**config.mk**
```make
export PLATFORM = sky130hd
export DESIGN_NAME = tempdivr_seq_flat
export DESIGN_NICKNAME = d
export VERILOG_FILES = /design/src/rtl/tempdivr_pkg.sv /design/src/rtl/tempdivr_seq_if.sv /design/src/rtl/tempdivr_port_mux.sv /design/src/rtl/tempdivr_seq.sv /design/src/flat_wrapper.sv
export SDC_FILE = /design/constraint.sdc
export NUM_CORES = 1
export LEC_CHECK = 0
export CAP_MARGIN = 40
export CORE_ASPECT_RATIO = 1.2
export CORE_MARGIN = 2
export CORE_UTILIZATION = 45
export DETAILED_ROUTE_END_ITERATION = 16
export PLACE_DENSITY = 0.81
export SLEW_MARGIN = 20
export SYNTH_ARGS = -nofsm -noshare
export SYNTH_HDL_FRONTEND = slang
export SYNTH_HIERARCHICAL = 1
export SYNTH_SLANG_ARGS = --single-unit
```
**constraint.sdc**
```tcl
create_clock -name clk -period 6.23 [get_ports clk]
set_input_delay 1.869 -clock clk [delete_from_list [all_inputs] [get_ports clk]]
set_output_delay 1.869 -clock clk [all_outputs]
set_load 0.005 [all_outputs]
```
**src/rtl/tempdivr_pkg.sv**
```systemverilog
// tempdivr_pkg: shared definitions for the temporary-coefficient RAM sequencer.
// Contents:
//   DEF_RAM_WIDTH / DEF_RAM_ADDR_BITS  default coefficient width and address width
//   OP_*                               command opcode encoding
//   state_t                            sequencer FSM state encoding
package tempdivr_pkg;

  localparam int DEF_RAM_WIDTH     = 13;
  localparam int DEF_RAM_ADDR_BITS = 11;

  localparam logic [1:0] OP_CLEAR      = 2'd0;
  localparam logic [1:0] OP_SHIFT_DOWN = 2'd1;
  localparam logic [1:0] OP_SHIFT_UP   = 2'd2;
  localparam logic [1:0] OP_ROTATE_UP  = 2'd3;

  typedef enum logic [1:0] {
    ST_IDLE = 2'd0,
    ST_PREP = 2'd1,
    ST_RUN  = 2'd2
  } state_t;

endpackage

```
**src/rtl/tempdivr_seq_if.sv**
```systemverilog
// tempdivr_seq_if: command handshake and host RAM port of the sequencer.
// Signals:
//   cmd_valid, cmd_op, cmd_len   command request (master -> slave)
//   cmd_ready, done, err         command status (slave -> master)
//   host_we, host_waddr, host_raddr, host_wdata   host RAM access (master -> slave)
//   host_rdata                   host read data (slave -> master)
// Modports: master = host/command side, slave = sequencer.
interface tempdivr_seq_if
  import tempdivr_pkg::*;
#(
  parameter int RAM_WIDTH     = DEF_RAM_WIDTH,
  parameter int RAM_ADDR_BITS = DEF_RAM_ADDR_BITS
) ();

  logic                     cmd_valid;
  logic                     cmd_ready;
  logic [1:0]               cmd_op;
  logic [RAM_ADDR_BITS:0]   cmd_len;
  logic                     done;
  logic                     err;
  logic                     host_we;
  logic [RAM_ADDR_BITS-1:0] host_waddr;
  logic [RAM_ADDR_BITS-1:0] host_raddr;
  logic [RAM_WIDTH-1:0]     host_wdata;
  logic [RAM_WIDTH-1:0]     host_rdata;

  modport master (
    output cmd_valid, cmd_op, cmd_len, host_we, host_waddr, host_raddr, host_wdata,
    input  cmd_ready, done, err, host_rdata
  );

  modport slave (
    input  cmd_valid, cmd_op, cmd_len, host_we, host_waddr, host_raddr, host_wdata,
    output cmd_ready, done, err, host_rdata
  );

endinterface

```
**src/rtl/tempdivr_port_mux.sv**
```systemverilog
// tempdivr_port_mux: selects who drives the coefficient RAM port.
// Ports:
//   busy                     1 = sequencer owns the RAM, 0 = host owns it
//   host_we/waddr/raddr/wdata  host request
//   seq_we/waddr/raddr/wdata   sequencer request
//   ram_we/waddr/raddr/wdata   to the RAM
// While busy the host write enable is simply not forwarded, so host writes are dropped.
module tempdivr_port_mux
  import tempdivr_pkg::*;
#(
  parameter int RAM_WIDTH     = DEF_RAM_WIDTH,
  parameter int RAM_ADDR_BITS = DEF_RAM_ADDR_BITS
) (
  input  logic                     busy,
  input  logic                     host_we,
  input  logic [RAM_ADDR_BITS-1:0] host_waddr,
  input  logic [RAM_ADDR_BITS-1:0] host_raddr,
  input  logic [RAM_WIDTH-1:0]     host_wdata,
  input  logic                     seq_we,
  input  logic [RAM_ADDR_BITS-1:0] seq_waddr,
  input  logic [RAM_ADDR_BITS-1:0] seq_raddr,
  input  logic [RAM_WIDTH-1:0]     seq_wdata,
  output logic                     ram_we,
  output logic [RAM_ADDR_BITS-1:0] ram_waddr,
  output logic [RAM_ADDR_BITS-1:0] ram_raddr,
  output logic [RAM_WIDTH-1:0]     ram_wdata
);

  always_comb begin
    if (busy) begin
      ram_we    = seq_we;
      ram_waddr = seq_waddr;
      ram_raddr = seq_raddr;
      ram_wdata = seq_wdata;
    end else begin
      ram_we    = host_we;
      ram_waddr = host_waddr;
      ram_raddr = host_raddr;
      ram_wdata = host_wdata;
    end
  end

endmodule

```
**src/rtl/tempdivr_seq.sv**
```systemverilog
// tempdivr_seq: sweep sequencer for the distributed temporary-coefficient RAM
// (synchronous write port, asynchronous read port).
// Commands CLEAR, SHIFT_DOWN (divide by x) and SHIFT_UP (multiply by x) sweep
// the window [0, L-1], one write per cycle. When idle the host port owns the RAM.
// Ports:
//   clk, rst_n   clock, synchronous active-low reset
//   bus          tempdivr_seq_if.slave: command handshake, done/err, host port
//   ram_we, ram_waddr, ram_raddr, ram_wdata, ram_rdata   RAM port
// Build option: define TEMPDIVR_SEQ_ROTATE_EN to enable ROTATE_UP (op 3), which
// uses a PREP cycle to capture the top coefficient. Without it op 3 is illegal.
module tempdivr_seq
  import tempdivr_pkg::*;
#(
  parameter int RAM_WIDTH     = DEF_RAM_WIDTH,
  parameter int RAM_ADDR_BITS = DEF_RAM_ADDR_BITS
) (
  input  logic                     clk,
  input  logic                     rst_n,
  tempdivr_seq_if.slave            bus,
  output logic                     ram_we,
  output logic [RAM_ADDR_BITS-1:0] ram_waddr,
  output logic [RAM_ADDR_BITS-1:0] ram_raddr,
  output logic [RAM_WIDTH-1:0]     ram_wdata,
  input  logic [RAM_WIDTH-1:0]     ram_rdata
);

  localparam int LW = RAM_ADDR_BITS + 1;
  localparam logic [LW-1:0] MAX_LEN = LW'(1) << RAM_ADDR_BITS;

  state_t                   state_q, state_d;
  logic [1:0]               op_q, op_d;
  logic [LW-1:0]            len_q, len_d;
  logic [RAM_ADDR_BITS-1:0] idx_q, idx_d;
  logic                     done_q, done_d;
  logic                     err_q, err_d;
`ifdef TEMPDIVR_SEQ_ROTATE_EN
  logic [RAM_WIDTH-1:0]     hold_q, hold_d;
`endif

  logic                     busy;
  logic [LW-1:0]            len_sat;
  logic [LW-1:0]            len_m1;
  logic [RAM_ADDR_BITS-1:0] last_addr;
  logic [RAM_ADDR_BITS-1:0] j_addr;
  logic                     is_last;
  logic                     seq_we;
  logic [RAM_ADDR_BITS-1:0] seq_waddr;
  logic [RAM_ADDR_BITS-1:0] seq_raddr;
  logic [RAM_WIDTH-1:0]     seq_wdata;

  assign busy      = (state_q != ST_IDLE);
  assign len_sat   = (bus.cmd_len > MAX_LEN) ? MAX_LEN : bus.cmd_len;
  assign len_m1    = len_q - LW'(1);
  assign last_addr = len_m1[RAM_ADDR_BITS-1:0];
  // The up-sweeps walk the window from the top so the in-place shift never
  // overwrites a coefficient before it has been read.
  assign j_addr    = last_addr - idx_q;
  assign is_last   = ({1'b0, idx_q} == len_m1);

  always_ff @(posedge clk) begin
    if (!rst_n) begin
      state_q <= ST_IDLE;
      op_q    <= OP_CLEAR;
      len_q   <= '0;
      idx_q   <= '0;
      done_q  <= 1'b0;
      err_q   <= 1'b0;
`ifdef TEMPDIVR_SEQ_ROTATE_EN
      hold_q  <= '0;
`endif
    end else begin
      state_q <= state_d;
      op_q    <= op_d;
      len_q   <= len_d;
      idx_q   <= idx_d;
      done_q  <= done_d;
      err_q   <= err_d;
`ifdef TEMPDIVR_SEQ_ROTATE_EN
      hold_q  <= hold_d;
`endif
    end
  end

  always_comb begin
    state_d   = state_q;
    op_d      = op_q;
    len_d     = len_q;
    idx_d     = idx_q;
    done_d    = 1'b0;
    err_d     = err_q | (busy & bus.host_we);
`ifdef TEMPDIVR_SEQ_ROTATE_EN
    hold_d    = hold_q;
`endif
    seq_we    = 1'b0;
    seq_waddr = '0;
    seq_raddr = '0;
    seq_wdata = '0;

    case (state_q)
      ST_IDLE: begin
        if (bus.cmd_valid) begin
          op_d  = bus.cmd_op;
          len_d = len_sat;
          idx_d = '0;
`ifndef TEMPDIVR_SEQ_ROTATE_EN
          if (bus.cmd_op == OP_ROTATE_UP) begin
            err_d  = 1'b1;
            done_d = 1'b1;
          end else
`endif
          if (len_sat == '0) begin
            done_d = 1'b1;
          end else if (bus.cmd_op == OP_ROTATE_UP) begin
            state_d = ST_PREP;
          end else begin
            state_d = ST_RUN;
          end
        end
      end

      ST_PREP: begin
`ifdef TEMPDIVR_SEQ_ROTATE_EN
        // Capture the top coefficient; it wraps around into address 0.
        seq_raddr = last_addr;
        hold_d    = ram_rdata;
        state_d   = ST_RUN;
`else
        state_d   = ST_IDLE;
`endif
      end

      ST_RUN: begin
        seq_we = 1'b1;
        case (op_q)
          OP_CLEAR: begin
            seq_waddr = idx_q;
            seq_wdata = '0;
          end
          OP_SHIFT_DOWN: begin
            seq_raddr = idx_q + RAM_ADDR_BITS'(1);
            seq_waddr = idx_q;
            seq_wdata = is_last ? '0 : ram_rdata;
          end
          default: begin
            seq_raddr = j_addr - RAM_ADDR_BITS'(1);
            seq_waddr = j_addr;
            seq_wdata = ram_rdata;
            if (is_last) begin
              seq_wdata = '0;
`ifdef TEMPDIVR_SEQ_ROTATE_EN
              if (op_q == OP_ROTATE_UP) seq_wdata = hold_q;
`endif
            end
          end
        endcase
        if (is_last) begin
          state_d = ST_IDLE;
          done_d  = 1'b1;
          idx_d   = '0;
        end else begin
          idx_d = idx_q + RAM_ADDR_BITS'(1);
        end
      end

      default: state_d = ST_IDLE;
    endcase
  end

  tempdivr_port_mux #(
    .RAM_WIDTH    (RAM_WIDTH),
    .RAM_ADDR_BITS(RAM_ADDR_BITS)
  ) u_port_mux (
    .busy      (busy),
    .host_we   (bus.host_we),
    .host_waddr(bus.host_waddr),
    .host_raddr(bus.host_raddr),
    .host_wdata(bus.host_wdata),
    .seq_we    (seq_we),
    .seq_waddr (seq_waddr),
    .seq_raddr (seq_raddr),
    .seq_wdata (seq_wdata),
    .ram_we    (ram_we),
    .ram_waddr (ram_waddr),
    .ram_raddr (ram_raddr),
    .ram_wdata (ram_wdata)
  );

  assign bus.cmd_ready  = ~busy;
  assign bus.done       = done_q;
  assign bus.err        = err_q;
  assign bus.host_rdata = ram_rdata;

endmodule

```
**src/flat_wrapper.sv**
```systemverilog
// flat-port wrapper written by rule: the top's interface ports become plain ports
module tempdivr_seq_flat import tempdivr_pkg::*;
#(
  parameter int RAM_WIDTH     = DEF_RAM_WIDTH,
  parameter int RAM_ADDR_BITS = DEF_RAM_ADDR_BITS
)
  (clk, rst_n, ram_we, ram_waddr, ram_raddr, ram_wdata, ram_rdata, bus_cmd_valid, bus_cmd_op, bus_cmd_len, bus_host_we, bus_host_waddr, bus_host_raddr, bus_host_wdata, bus_cmd_ready, bus_done, bus_err, bus_host_rdata);
  tempdivr_seq_if #(.RAM_WIDTH(RAM_WIDTH), .RAM_ADDR_BITS(RAM_ADDR_BITS)) bus_i ();
  input  logic clk;
  input  logic rst_n;
  output logic ram_we;
  output logic [RAM_ADDR_BITS-1:0] ram_waddr;
  output logic [RAM_ADDR_BITS-1:0] ram_raddr;
  output logic [RAM_WIDTH-1:0] ram_wdata;
  input  logic [RAM_WIDTH-1:0] ram_rdata;
  input wire logic [$bits(bus_i.cmd_valid)-1:0] bus_cmd_valid;
  input wire logic [$bits(bus_i.cmd_op)-1:0] bus_cmd_op;
  input wire logic [$bits(bus_i.cmd_len)-1:0] bus_cmd_len;
  input wire logic [$bits(bus_i.host_we)-1:0] bus_host_we;
  input wire logic [$bits(bus_i.host_waddr)-1:0] bus_host_waddr;
  input wire logic [$bits(bus_i.host_raddr)-1:0] bus_host_raddr;
  input wire logic [$bits(bus_i.host_wdata)-1:0] bus_host_wdata;
  output wire logic [$bits(bus_i.cmd_ready)-1:0] bus_cmd_ready;
  output wire logic [$bits(bus_i.done)-1:0] bus_done;
  output wire logic [$bits(bus_i.err)-1:0] bus_err;
  output wire logic [$bits(bus_i.host_rdata)-1:0] bus_host_rdata;
  assign bus_i.cmd_valid = bus_cmd_valid;
  assign bus_i.cmd_op = bus_cmd_op;
  assign bus_i.cmd_len = bus_cmd_len;
  assign bus_i.host_we = bus_host_we;
  assign bus_i.host_waddr = bus_host_waddr;
  assign bus_i.host_raddr = bus_host_raddr;
  assign bus_i.host_wdata = bus_host_wdata;
  assign bus_cmd_ready = bus_i.cmd_ready;
  assign bus_done = bus_i.done;
  assign bus_err = bus_i.err;
  assign bus_host_rdata = bus_i.host_rdata;
  tempdivr_seq #(.RAM_WIDTH(RAM_WIDTH), .RAM_ADDR_BITS(RAM_ADDR_BITS)) u_core (.clk(clk), .rst_n(rst_n), .bus(bus_i), .ram_we(ram_we), .ram_waddr(ram_waddr), .ram_raddr(ram_raddr), .ram_wdata(ram_wdata), .ram_rdata(ram_rdata));
endmodule
```
Word-level counts from Yosys, hierarchy flattened

Index checks and enable logic that the tools add are counted.

Flip-flop bits (word level): 29
Input bits: 66
Output and inout port bits: 52
Word-level logic and storage cells: 60

Add/sub/neg operators: 4
$lt $le $gt $ge: 1
Eq/ne operators: 8
Muxes and demuxes: 29
Bitwise gates (word level): 3
Reduce and logical (&&, ||, !) cells: 9

Operators with widths:

| operator              | count |
|---|---|
| $mux 11               | 7 |
| $mux 13               | 4 |
| $pmux 11 s2           | 2 |
| $eq 11x12->1          | 1 |
| $gt 12x12->1 const B  | 1 |
| $logic_not 12->1      | 1 |
| $mux 12               | 1 |
| $sub 12x1->12 const B | 1 |
| $add 11x1->11 const B | 1 |
| $sub 11x1->11 const B | 1 |
| $sub 11x11->11        | 1 |
| $mux 1                | 9 |
| $mux 2                | 4 |
| $ne 2x2->1 const B    | 3 |
| $eq 2x2->1 const B    | 2 |
| $logic_not 2->1       | 2 |
| $pmux 2 s2            | 1 |
| $reduce_and 2->1      | 2 |
| $reduce_and 4->1      | 1 |
| $reduce_bool 2->1     | 2 |
| $eq 2x1->1 const B    | 1 |
| $ne 2x1->1 const B    | 1 |
| $pmux 1 s2            | 1 |
| $reduce_or 2->1       | 1 |
| 3 further kinds       | 3 |

Logic depth before layout (Yosys ltp)

Gate-level depths: netlist of the first run.

Depth after elaboration: 7
Gate-level depth with buffers: 15
Gate-level depth less buffers: 14

Cells and area by module

The synthesis of the first run kept the hierarchy.

By module, submodules not included:

| module            | instances | cells each | area an instance (sq um) | seq. area each (sq um) |
|---|---|---|---|---|
| tempdivr_seq      | 1         | 350        | 2637.5                   | 560.5 |
| tempdivr_port_mux | 1         | 40         | 589.3                    | 0.0 |

Least setup slack after synthesis of the first run

Ideal clock, no wire load.

Path kind: flip-flop to output port
From: register u_core.len_q[2]
To: output port ram_raddr[10]
Arrival: 3.587 ns
Required time: 4.361 ns
Setup slack: 0.774 ns
Cell stages (with the launch flop): 14
Path buffers: 1
Path through: dfxtp_1 -> or3_4 -> or4_4 -> nand2_1 -> ha_1 -> clkbuf_1 -> nor3b_1 -> a311oi_1 -> o311ai_0 -> nor4_1 -> nor4b_1 -> a211o_1 -> o211ai_1 -> mux2_2

Cells in the longest elaborated chain, start to end: 6

Ends and longest elaborated chain:

| what                           | RTL line                | text |
|---|---|---|
| start: declaration             | tempdivr_seq.sv:32      | `logic [LW-1:0] len_q, len_d;` |
| start signal: assignment       | tempdivr_seq.sv:74      | `len_q <= len_d;` |
| $sub 12x1->12                  | tempdivr_seq.sv:53      | `assign len_m1 = len_q - LW'(1);` |
| $sub 11x11->11                 | tempdivr_seq.sv:57      | `assign j_addr = last_addr - idx_q;` |
| $sub 11x1->11                  | tempdivr_seq.sv:145     | `seq_raddr = j_addr - RAM_ADDR_BITS'(1);` |
| $pmux 11 s2                    | tempdivr_seq.sv:134     | `case (op_q)` |
| $mux 11                        | tempdivr_seq.sv:99      | `case (state_q)` |
| named net u_core.seq_raddr[10] | tempdivr_seq.sv:48      | `logic [RAM_ADDR_BITS-1:0] seq_raddr;` |
| $mux 11                        | tempdivr_port_mux.sv:30 | `if (busy) begin` |
| end: declaration               | flat_wrapper.sv:13      | `output logic [RAM_ADDR_BITS-1:0] ram_raddr;` |

The timed path passes the listed nets, and every way through them passes these cells.

Worst setup path after layout of the first run

From: register u_core.len_q[0]
To: output port ram_raddr[9]

Same word-level chain as after synthesis.

==> impl_metrics.env, run 1 <==
export IMPL_placed_area_sq_um=4290
export IMPL_synth_cells=390
export IMPL_cp_num_cells=15
export IMPL_antenna_left=0
export IMPL_cts_tree="built"
export IMPL_synth_top_family_by_area="simple AND/OR/NAND/NOR gates"
export IMPL_finalSetupViolCount=0
export IMPL_status="complete, no violations"
export IMPL_required_ns=4.36
export IMPL_cp_buffers_inverters=3
export IMPL_grt_max_degree=45
export IMPL_grt_total_usage_pct=22.7
export IMPL_max_cap_violations=0
export IMPL_stdcell_count=574
export IMPL_yosysSeqAreaShare_pct=17.4
export IMPL_final_seq_area_sq_um=562
export IMPL_ir_drop_v=0.000105
export IMPL_antenna_found_initial=0
export IMPL_ctsLongestPathBuffers=2
export IMPL_vias=3172
export IMPL_synth_warning_count=6
export IMPL_worst_path_most_repeated_cell="inv_1"
export IMPL_h_tree_depth=1
export IMPL_layout_drive_gt1_share_pct=16.4
export IMPL_overflow=0
export IMPL_grt_pass1_wl_mm=14.4
export IMPL_synth_compound_area_share_pct=15.7
export IMPL_fin_crit_ns=6.09
export IMPL_slowest_stage="or3_1"
export IMPL_hold_start="u_core/bus.err$_SDFF_PN0_"
export IMPL_finClkSkew_ns=0.00829
export IMPL_holdCritPathClass="flop to flop"
export IMPL_core_area_sq_um=6900
export IMPL_dp_hpwl_mm=7.44
export IMPL_reg2reg_from="u_core/len_q[2]$_SDFFE_PN0P_"
export IMPL_synth_edf_count=0
export IMPL_syn_to_final_growth_pct=37.3
export IMPL_rrSetupSlack_ns=2.99
export IMPL_p_per_area_nw_per_um2=169
export IMPL_place_inst=567
export IMPL_relSlewSlack_pct=51.3
export IMPL_synthesis_nets=471
export IMPL_die_h_um=96.8
export IMPL_synth_area_mux_share_pct=19.5
export IMPL_antennaDiodeCount=0
export IMPL_worstSetupEndpointType="output port"
export IMPL_synth_async_reset_ratio_pct=0
export IMPL_ys_ff_latch=28
export IMPL_drtPass1Iterations=4
export IMPL_path_cells="inv_1 > ha_1 > inv_1 > or3_2 > xnor2_1 > ha_2 > nor3b_1 > a311oi_1 > o311ai_2 > or3_1 > nor4b_2 > xor2_1 > o22ai_1 > mux2_4 > clkdlybuf4s50_1"
export IMPL_cts_sinks=28
export IMPL_worst_pin_slew_ns=0.726
export IMPL_synth_adder_area_share_pct=6.05
export IMPL_wl_per_cell_um=16.1
export IMPL_drc_errors=0
export IMPL_synth_xor_area_share_pct=8.14
export IMPL_pin_count=118
export IMPL_numCtsBuffers=3
export IMPL_fin_nets=569
export IMPL_dieArea_sq_um=7870
export IMPL_viasPerCell=5.53
export IMPL_critical_path_top_delay_family="simple AND/OR/NAND/NOR gates"
export IMPL_netlist_area_sq_um=3230
export IMPL_cpPeakStageDelay_ns=0.45
export IMPL_start_kind="flop"
export IMPL_core_rowCount=33
export IMPL_fill_cells=583
export IMPL_fmax_mhz=164
export IMPL_rsz0062_at_grt="yes"
export IMPL_worstPathArrival_ns=4.22
export IMPL_drtIter0Drc=206
export IMPL_holdPathStages=2
export IMPL_grt_pass1_vias=3048
export IMPL_hold_viol=0
export IMPL_io_buffers=117
export IMPL_synth_ff_type="dfxtp_1"
export IMPL_cts_root_buffer="clkbuf_8"
export IMPL_multiInputGateArea_sq_um=2390
export IMPL_cts_clk_slew_worst_paths_ns=0.10
export IMPL_design_area_sq_um=4430
export IMPL_fin_crit_sh_pct=97.7
export IMPL_synth_area_per_cell_sq_um=8.27
export IMPL_wl_mm=9.24
export IMPL_worstSkewPairLatency_ns=0.28
export IMPL_post_route_util_pct=64.2
export IMPL_fin_total_pwr_uw=751
export IMPL_ys_types=55
export IMPL_yosys_area_share_simple_pct=23.3
export IMPL_critPathKind="flop to output port"
export IMPL_crit_path_start="u_core/len_q[0]$_SDFFE_PN0P_"
export IMPL_crit_fanout=7
export IMPL_leakage_uw=0.00167
export IMPL_slew_violations=0
export IMPL_start_util_pct=46.8
export IMPL_die_w_um=81.3
export IMPL_finalWeightedCongestion=0.925
export IMPL_worstRegToRegCells=13
routing by layer:
metal	up-vias	wire, um	GRT usage (%)
met4	0	205	6.91
met1	1467	3800	27.5
met3	19	494	2.80
met5	-	0	0
met2	109	4740	40.5
li1	1577	-	-
state kept, by name, summed over array words and instances (netlist names):
signal / flops
u_core/op_q: 2
u_core/len_q: 12
u_core/idx_q: 11
u_core/bus.done: 1
u_core/state_q: 1
u_core/bus.err: 1
cells in the mapped netlist, types with 5 or more instances:
library cell  instances  area share, %
nor3b_1               6            1.4
or3_2                 5            1.2
mux2i_1               9            2.8
mux2_4               30             14
nor4_1                6            1.2
nand2_1              17            2.0
inv_1                18            2.1
o22ai_1               8            1.6
o21ai_0               8            1.2
nor3_1                9            1.4
clkbuf_1             10            1.2
xor2_1               12            3.3
a22oi_1              10            2.3
nand3_1               9            1.4
and2_4                8            2.2
dfxtp_1              28             17
mux2_2                8            2.8
a211oi_1              6            1.4
buf_4                13            3.0
a21oi_1              29            4.5
nor2_1               55            6.4
xnor2_1              18            4.9
ha_1                 14            5.4
metrics by stage:
stage	worst slack, ns	hold slack (ns)	setup TNS [ns]
6_report	0.144	0.501	0
5_1_grt	-0.0855	0.564	-0.108
4_1_cts	0.0606	0.508	0
3_5_place_dp	0.131	0.474	0
3_3_place_gp	0.295	0.472	0
2_1_floorplan	0.774	0.470	0
worst register-to-register path: stages (launching register included):
cell	delay, ns
dfxtp_1	0.36
or3_4	0.41
or4_4	0.46
nor2_1	0.13
xor2_1	0.24
ha_1	0.20
nand3_1	0.11
nor2_1	0.12
nand4_1	0.18
o41ai_4	0.31
buf_4	0.23
nor2_1	0.10
a21oi_1	0.21
a31oi_1	0.06
timing repair:
action	in CTS	in global routing
hold buffers	0	0
pin swaps	1	3
gates resized for setup	2	7
setup endpoints to repair	3	5
setup buffers	0	3
where the power goes:
part / switching [uW] / internal [uW] / total [uW]
sequential: 10.5 / 186 / 197
combinational: 195 / 214 / 410
clock: 57.7 / 86.1 / 144
total: 264 / 487 / 751
logic make-up after synthesis:
family,after synthesis
compound gates,77
xor+xnor,30
fa+ha+maj,15
buf+inv,50
flops,28
mux,47
simple gates,143
area by class of cell:
type | instances | share of cell area, %
clock buffers | 3 | 0.932
flip-flops and latches | 28 | 12.7
well taps | 87 | 2.46
inverters | 19 | 1.61
clock inverters | 1 | 0.678
repair buffers | 124 | 27.7
multi-input cells | 312 | 53.9
final timing paths:
kind                             endpoint
max                          ram_raddr[9]
min             u_core/bus.err$_SDFF_PN0_
max reg2reg  u_core/idx_q[5]$_SDFFE_PN0P_
min reg2reg     u_core/bus.err$_SDFF_PN0_
layout by cell type, fill, tap and decap left out, drive strengths merged, types with 3 or more instances in the layout:
| master | instances |
|---|---|
| clkdlybuf4s50 | 117 |
| nor2 | 56 |
| mux2 | 38 |
| a21oi | 29 |
| dfxtp | 28 |
| inv | 18 |
| xnor2 | 18 |
| nand2 | 17 |
| ha | 14 |
| and2 | 14 |
| xor2 | 12 |
| a22oi | 10 |
| nor3 | 9 |
| nand3 | 9 |
| mux2i | 9 |
| o22ai | 8 |
| o21ai | 8 |
| or3 | 8 |
| buf | 7 |
| nor3b | 6 |
| nor4 | 6 |
| a211oi | 6 |
| clkbuf | 3 |
| nand2b | 3 |
| nor2b | 3 |
| a31oi | 3 |
| or4 | 3 |
Power figures use the tool's default switching activity.
==> inputs of run 2 (changes only) <==
--- a/config.mk
+++ b/config.mk
@@ -6,11 +6,13 @@
 export NUM_CORES = 1
 export LEC_CHECK = 0
 export CAP_MARGIN = 40
+export CELL_PAD_IN_SITES_DETAIL_PLACEMENT = 1
+export CELL_PAD_IN_SITES_GLOBAL_PLACEMENT = 1
 export CORE_ASPECT_RATIO = 1.2
 export CORE_MARGIN = 2
-export CORE_UTILIZATION = 45
+export CORE_UTILIZATION = 33
 export DETAILED_ROUTE_END_ITERATION = 16
-export PLACE_DENSITY = 0.81
+export PLACE_DENSITY_LB_ADDON = 0.1
 export SLEW_MARGIN = 20
 export SYNTH_ARGS = -nofsm -noshare
 export SYNTH_HDL_FRONTEND = slang
==> run 2 against run 1 <==
Compared with the run above:
- cell count rose by 6.6%
- critical path type unchanged
- die area rose by 35%
- critical path depth fell by 2
- clock power rose by 37%
==> impl_metrics.env, run 2 (synthesized netlist as in run 1, its figures left out) <==
export IMPL_status="complete, no violations"
export IMPL_grt_max_degree=42
export IMPL_fin_total_pwr_uw=833
export IMPL_antenna_left=0
export IMPL_core_rowCount=39
export IMPL_required_ns=4.36
export IMPL_fmax_mhz=164
export IMPL_holdCritPathClass="flop to flop"
export IMPL_max_cap_violations=0
export IMPL_io_buffers=117
export IMPL_syn_to_final_growth_pct=42.1
export IMPL_post_route_util_pct=48.2
export IMPL_hold_start="u_core/bus.err$_SDFF_PN0_"
export IMPL_cts_sinks=28
export IMPL_rrSetupSlack_ns=2.99
export IMPL_relSlewSlack_pct=48.0
export IMPL_leakage_uw=0.00172
export IMPL_worstPathArrival_ns=4.21
export IMPL_top_register="u_core/len_q"
export IMPL_cts_hold_buffers=0
export IMPL_reg2reg_from="u_core/len_q[2]$_SDFFE_PN0P_"
export IMPL_worstRegToRegCells=13
export IMPL_rsz0062_at_grt="no"
export IMPL_drtIter0Drc=97
export IMPL_overflow=0
export IMPL_setup_ws_ns=0.151
export IMPL_cts_root_buffer="clkbuf_16"
export IMPL_cts_clk_slew_worst_paths_ns=0.07
export IMPL_ir_drop_v=0.000112
export IMPL_worstSkewPairLatency_ns=0.27
export IMPL_drc_errors=0
export IMPL_worst_pin_slew_ns=0.778
export IMPL_finClkSkew_ns=0.00494
export IMPL_antenna_found_initial=0
export IMPL_cts_tree="built"
export IMPL_start_kind="flop"
export IMPL_die_h_um=112
export IMPL_grt_total_usage_pct=19.4
export IMPL_p_per_area_nw_per_um2=182
export IMPL_mostFrequentLayoutCell="clkdlybuf4s50_1"
export IMPL_pin_count=118
export IMPL_post_place_ws_ns=-0.00763
export IMPL_final_cell_mix="clkdlybuf4s50_1, nor2_1, mux2_4, a21oi_1, dfxtp_1"
export IMPL_fin_nets=571
export IMPL_reg_top3="u_core/len_q: 12 flops, u_core/idx_q: 11 flops, u_core/op_q: 2 flops"
export IMPL_finalSetupViolCount=0
export IMPL_die_w_um=94.3
export IMPL_fin_crit_sh_pct=97.6
export IMPL_regToRegEndpoint="u_core/idx_q[2]$_SDFFE_PN0P_"
export IMPL_grt_pass1_wl_mm=16.7
export IMPL_wl_mm=10.6
export IMPL_crit_fanout=6
export IMPL_hold_end="u_core/bus.err$_SDFF_PN0_"
export IMPL_core_area_sq_um=9520
export IMPL_fin_crit_ns=6.08
export IMPL_viasPerCell=5.21
export IMPL_largest_reg_flops=12
export IMPL_worstSetupEndpointType="output port"
export IMPL_critPathKind="flop to output port"
export IMPL_ctsLongestPathBuffers=2
export IMPL_vias=3191
export IMPL_slew_violations=0
export IMPL_hold_viol=0
export IMPL_antennaDiodeCount=0
export IMPL_wl_per_cell_um=17.3
export IMPL_drtPass1Iterations=4
export IMPL_numCtsBuffers=3
export IMPL_holdPathStages=2
export IMPL_dp_hpwl_mm=8.46
export IMPL_dieArea_sq_um=10600
export IMPL_h_tree_depth=1
export IMPL_start_util_pct=33.9
export IMPL_finalWeightedCongestion=0.836
export IMPL_whs_ns=0.485
export IMPL_layout_drive_gt1_share_pct=18.2
export IMPL_grt_pass1_vias=3254
[run 2: layout make-up]
class,count,area (sq um)
Clock buffer,3,75.1
Clock inverter,1,30.0
Multi-Input combinational cell,312,2450
Timing Repair Buffer,126,1240
Sequential cell,28,563
Tap cell,123,154
Inverter,19,71.3
Fill cell,1118,4930
[run 2: worst max path at each step]
| stage | cells past startpoint | end | startpoint |
|---|---|---|---|
| detailed placement | 13 | ram_raddr[10] | u_core/len_q[2]$_SDFFE_PN0P_ |
| floorplan | 13 | ram_raddr[10] | u_core/len_q[2]$_SDFFE_PN0P_ |
| CTS | 14 | ram_raddr[10] | u_core/len_q[2]$_SDFFE_PN0P_ |
| global route | 13 | ram_raddr[9] | u_core/len_q[2]$_SDFFE_PN0P_ |
| global placement | 13 | ram_raddr[10] | u_core/len_q[2]$_SDFFE_PN0P_ |
| finish | 13 | ram_raddr[9] | u_core/len_q[2]$_SDFFE_PN0P_ |
[run 2: report_power, final]
| part | internal, uW | switching, uW | total, uW |
|---|---|---|---|
| Combinational | 227 | 210 | 437 |
| Clock | 128 | 68.4 | 197 |
| Sequential | 186 | 12.5 | 199 |
| Total | 542 | 291 | 833 |
[run 2: stage by stage]
stage | area, sq um | std cells | TNS [ns]
6_report | 4580 | 612 | 0
2_1_floorplan | 3230 | 390 | 0
3_3_place_gp | 4340 | 604 | 0
4_1_cts | 4460 | 608 | 0
5_1_grt | 4580 | 612 | 0
3_5_place_dp | 4340 | 604 | -0.00763
[run 2: layer usage]
metal / global-route usage (%) / share of wire, % / up-vias
li1: - / - / 1573
met1: 24.5 / 43 / 1522
met3: 2.21 / 5.5 / 5
met2: 35.7 / 51 / 91
met4: 3.19 / 0.56 / 0
met5: 0 / 0 / -
[run 2: timing repair]
action | in CTS | in global routing
endpoints found under the setup margin | 3 | 4
endpoints found under the hold margin | 0 | 0
pin swaps | 1 | 6
setup buffers | 0 | 4
resized for setup | 4 | 14
[run 2: critical path, stage by stage, from the launching register on]
cell and delay [ns]:
dfxtp_2 0.34, or3_4 0.40, or4_4 0.46, nand2_1 0.09
ha_2 0.30, nor3b_1 0.16, a311oi_2 0.26, o311ai_4 0.18
or3_4 0.43, nor4b_4 0.30, xor2_1 0.20, o22ai_2 0.11
mux2_4 0.27, clkdlybuf4s50_1 0.44
